**src/rtl/exu_div_ctrl.sv**
```systemverilog
// EX-stage issue/retire controller for the multi-cycle exu_div unit.
// Resolves divide-by-zero and signed overflow locally and absorbs flushes of in-flight divides.
module exu_div_ctrl #(
    parameter int XLEN      = 32,
    parameter int RD_W      = 5,
    parameter bit FAST_PATH = 1'b1
) (
    input  logic            clk,
    input  logic            rst,
    input  logic            req_valid_i,
    output logic            req_ready_o,
    input  logic [3:0]      req_op_i,
    input  logic [XLEN-1:0] req_rs1_i,
    input  logic [XLEN-1:0] req_rs2_i,
    input  logic [RD_W-1:0] req_rd_i,
    input  logic            flush_i,
    output logic            div_start_o,
    output logic [3:0]      div_op_o,
    output logic [XLEN-1:0] div_dividend_o,
    output logic [XLEN-1:0] div_divisor_o,
    input  logic            div_busy_i,
    input  logic            div_valid_i,
    input  logic [XLEN-1:0] div_result_i,
    output logic            wb_valid_o,
    input  logic            wb_ready_i,
    output logic [RD_W-1:0] wb_rd_o,
    output logic [XLEN-1:0] wb_data_o,
    output logic            busy_o
);

    localparam logic [2:0] IDLE  = 3'd0;
    localparam logic [2:0] ISSUE = 3'd1;
    localparam logic [2:0] WAIT  = 3'd2;
    localparam logic [2:0] DRAIN = 3'd3;
    localparam logic [2:0] WB    = 3'd4;

    localparam logic [XLEN-1:0] INT_MIN  = {1'b1, {(XLEN-1){1'b0}}};
    localparam logic [XLEN-1:0] ALL_ONES = '1;

    logic [2:0]      state;
    logic [2:0]      state_next;
    logic [3:0]      op;
    logic [XLEN-1:0] rs1;
    logic [XLEN-1:0] rs2;
    logic [RD_W-1:0] rd;
    logic [XLEN-1:0] wb_data;

    logic            accept;
    logic            by_zero;
    logic            overflow;
    logic            special;
    logic            quotient_op;
    logic            signed_op;
    logic [XLEN-1:0] special_result;

    // Ready is held low during reset so every output reads 0 while rst is high.
    assign req_ready_o = (state == IDLE) & ~flush_i & ~rst;
    assign accept      = req_valid_i & req_ready_o;

    assign quotient_op = req_op_i[0] | req_op_i[1];
    assign signed_op   = req_op_i[0] | req_op_i[2];

    // exu_div never answers a zero divisor, so that case is resolved here regardless of FAST_PATH.
    assign by_zero  = (req_rs2_i == '0);
    assign overflow = (FAST_PATH != 1'b0) & signed_op &
                      (req_rs1_i == INT_MIN) & (req_rs2_i == ALL_ONES);
    assign special  = by_zero | overflow;

    always_comb begin
        special_result = '0;
        if (by_zero) begin
            special_result = quotient_op ? ALL_ONES : req_rs1_i;
        end else if (overflow) begin
            special_result = req_op_i[0] ? INT_MIN : '0;
        end
    end

    // A flush in WAIT cannot abort exu_div, so DRAIN swallows its eventual result.
    always_comb begin
        state_next = state;
        case (state)
            IDLE: begin
                if (accept) begin
                    state_next = special ? WB : ISSUE;
                end
            end
            ISSUE: begin
                if (flush_i) begin
                    state_next = IDLE;
                end else if (!div_busy_i) begin
                    state_next = WAIT;
                end
            end
            WAIT: begin
                if (div_valid_i) begin
                    state_next = flush_i ? IDLE : WB;
                end else if (flush_i) begin
                    state_next = DRAIN;
                end
            end
            DRAIN: begin
                if (div_valid_i) begin
                    state_next = IDLE;
                end
            end
            WB: begin
                if (wb_ready_i || flush_i) begin
                    state_next = IDLE;
                end
            end
            default: state_next = IDLE;
        endcase
    end

    always_ff @(posedge clk or posedge rst) begin
        if (rst) begin
            state   <= IDLE;
            op      <= '0;
            rs1     <= '0;
            rs2     <= '0;
            rd      <= '0;
            wb_data <= '0;
        end else begin
            state <= state_next;
            if (accept) begin
                op  <= req_op_i;
                rs1 <= req_rs1_i;
                rs2 <= req_rs2_i;
                rd  <= req_rd_i;
                if (special) begin
                    wb_data <= special_result;
                end
            end
            if ((state == WAIT) && div_valid_i && !flush_i) begin
                wb_data <= div_result_i;
            end
        end
    end

    assign div_start_o    = (state == ISSUE) & ~div_busy_i & ~flush_i;
    assign div_op_o       = op;
    assign div_dividend_o = rs1;
    assign div_divisor_o  = rs2;
    assign wb_valid_o     = (state == WB);
    assign wb_rd_o        = rd;
    assign wb_data_o      = wb_data;
    assign busy_o         = (state != IDLE);

endmodule
```
**config.mk**
```make
export PLATFORM = sky130hd
export DESIGN_NAME = exu_div_ctrl
export DESIGN_NICKNAME = d
export VERILOG_FILES = /design/src/rtl/exu_div_ctrl.sv
export SDC_FILE = /design/constraint.sdc
export NUM_CORES = 1
export LEC_CHECK = 0
export CAP_MARGIN = 5
export CORE_MARGIN = 10
export CORE_UTILIZATION = 46
export DETAILED_ROUTE_END_ITERATION = 16
export PLACE_DENSITY = 0.87
export REMOVE_ABC_BUFFERS = 1
export SYNTH_ARGS = -nofsm -noshare
export SYNTH_HDL_FRONTEND = slang
export SYNTH_SLANG_ARGS = --single-unit
```
**constraint.sdc**
```tcl
create_clock -name clk -period 10.6 [get_ports clk]
set_input_delay 1.59 -clock clk [delete_from_list [all_inputs] [get_ports clk]]
set_output_delay 1.59 -clock clk [all_outputs]
set_load 0.1 [all_outputs]
```
==> flow_summary.ini <==
[drt]
drt_iter0_markers = 380
vias = 5100
ant_nets = 0
firstDrtPassIters = 5
wl_per_cell_um = 19.61
drt-total-wl_mm = 18.08
vias_per_cell = 5.531
drc_errors = 0

[synthesis]
ys_types = 37
synthTopCellsByArea = dfrtp_1, nand2_1, a2bb2oi_1
ys_warn_count = 0
seq_area_frac_synth = 0.5405
yosysTopAreaCell = dfrtp_1
syn_area_per_cell_sq_um = 8.635
synth_area_sq_um = 5000
synth_seq_cells = 108
syn_inst = 579
synth_top_area_frac = 0.5405

[setup_path]
cp_data_arrival_time_ns = 3.73
reg2reg_slack_ns = 7.83
worstPathCellList = clkdlybuf4s50_1, nor2_1, nand3b_1, nor2_1, clkdlybuf4s50_1
slowest_delay_ns = 1.14
cp_slowest_cell = clkdlybuf4s50_1
reg2reg_depth = 7
worstReg2RegEnd = wb_data_o[31]
worstSetupEndpointType = primary output
crit_fanout = 6
worst_setup_path_start_kind = input port
required_ns = 9.01
r2r-start = state[0]
worst-path-buf-inv = 2
critPathKind = in2out
cp_top_family = buffers and inverters

[global_route]
grt_antenna_before_repair = 0
grt_max_degree = 76
grt_pass1_vias = 5247
gr-usage-all-layers = 0.2284
grt_pass1_wl_mm = 29.26
gr-total-overflow = 0

[layout]
stdcell_area_sq_um = 7507
layout_commonest_cell = nand2_1
most-common-layout-cells = nand2_1, clkdlybuf4s50_1, dfrtp_1, nor2_1, nand3_1
n_antenna_cell = 0
fillers = 856
layout.nets = 889
layout-drive-gt1-share = 0.03708
fin_util = 0.6986
areaGrowthSynthToFinish_pct = 50.15

[timing]
worstMarginPinSlew_ns = 1.300
whs_ns = 0.4818
fin_crit_sh = 0.5019
grt_setup_unrepaired = false
hold_violations = 0
relSlewSlack = 0.1325
finalMaxSlewViolations = 0
fin_tns_setup_ns = 0
clock_skew_ns = 0.008282
finalSetupViolCount = 0
fmax_mhz = 188.0
fin_crit_ns = 5.320

[placed_design]
place_hpwl_mm = 13.36
port_buffers = 220
globalplace.congestion = 0.8352
dpl_cell_area_sq_um = 7257

[floorplan]
row_count = 38
ios = 221
core_area_sq_um = 10750
dieArea_sq_um = 15440
die_w_um = 124.3
die_h_um = 124.3
start_util = 0.4653

[cts]
worstSkewPairLatency_ns = 0.37
post-cts-setup-buffers = 0
cts_buffers = 9
clock-sinks = 108
clockBufferDepth = 2
root_buffer = clkbuf_8
cts_tree = built
cts.htree.levels = 3
post_cts_resized = 0
path_clk_slew_ns = 0.10
cts_hold_buf = 0

[hold_path]
whs_path_depth = 2
min_to = div_dividend_o[22]
hp-class = reg2reg
hp-start = div_dividend_o[22]

[run]
max_cap_violations = 0

[status]
run_status = finished, final reports clean
-- metal layers --
metal  up-vias  track usage  share of wire
li1       2374            -              -
met1      2463       0.2724           0.40
met2       226       0.3886           0.50
met3        37      0.05532          0.065
met4         0      0.08568          0.030
met5         -            0              0
-- worst max path at each step --
stage / from / to / slack (ns) / cells past startpoint
global placement: flush_i / div_start_o / 5.35 / 5
finish: flush_i / div_start_o / 5.28 / 5
CTS: flush_i / div_start_o / 5.28 / 5
detailed placement: flush_i / div_start_o / 5.29 / 5
floorplan: rst / wb_data_o[31] / 2.45 / 5
global route: flush_i / div_start_o / 5.20 / 5
-- flip-flops by register name, indices dropped and copies added (netlist names) --
name / cells
wb_data_o: 32
state: 3
div_op_o: 4
div_divisor_o: 32
wb_rd_o: 5
div_dividend_o: 32
-- metrics by stage --
stage,std cells,worst slack (ns)
global placement,906,5.349
floorplan,541,2.446
finish,922,5.280
CTS,922,5.285
detailed placement,906,5.292
global route,922,5.198
-- synthesized netlist by cell type (all sizes together) --
library cell,instances
a211oi,1
a21o,1
a21oi,3
a221oi,1
a2bb2oi,31
a32oi,1
and4,3
and4b,3
buf,10
clkbuf,28
dfrtp,108
inv,2
nand2,222
nand2b,1
nand3,34
nand3b,1
nand4,17
nand4b,2
nor2,35
nor2b,2
nor3,3
nor3b,1
nor4,21
nor4b,4
o211ai,1
o21ai,31
o311a,1
o32a,1
or2,2
or3b,2
or4,4
or4b,2
-- cell type report --
cell class	count	area, sq um	area share
clock buffers	12	155.1	0.02067
clock inverters	4	95.09	0.01267
inverters	2	10.01	0.001333
multi-input cells	431	2130	0.2837
flip-flops and latches	108	2703	0.3600
well taps	140	175.2	0.02333
repair buffers	225	2240	0.2983
-- worst min-delay path: cells and delay by family (launching register included) --
family / cells / cell delay (ns)
flip-flops: 1 / 0.35
AND/OR/NAND/NOR: 2 / 0.10
-- logic make-up (layout without fill, tap and decap cells) --
group | Yosys count | after routing | share of synthesized area
flip-flops | 108 | 108 | 0.5405
buffers and inverters | 40 | 243 | 0.03478
AO/OA/AOI/OAI | 72 | 72 | 0.1004
AND/OR/NAND/NOR | 359 | 359 | 0.3243
Power is not shown: default switching activity piles up to over one toggle a cycle in this logic, so the estimate is an artifact.
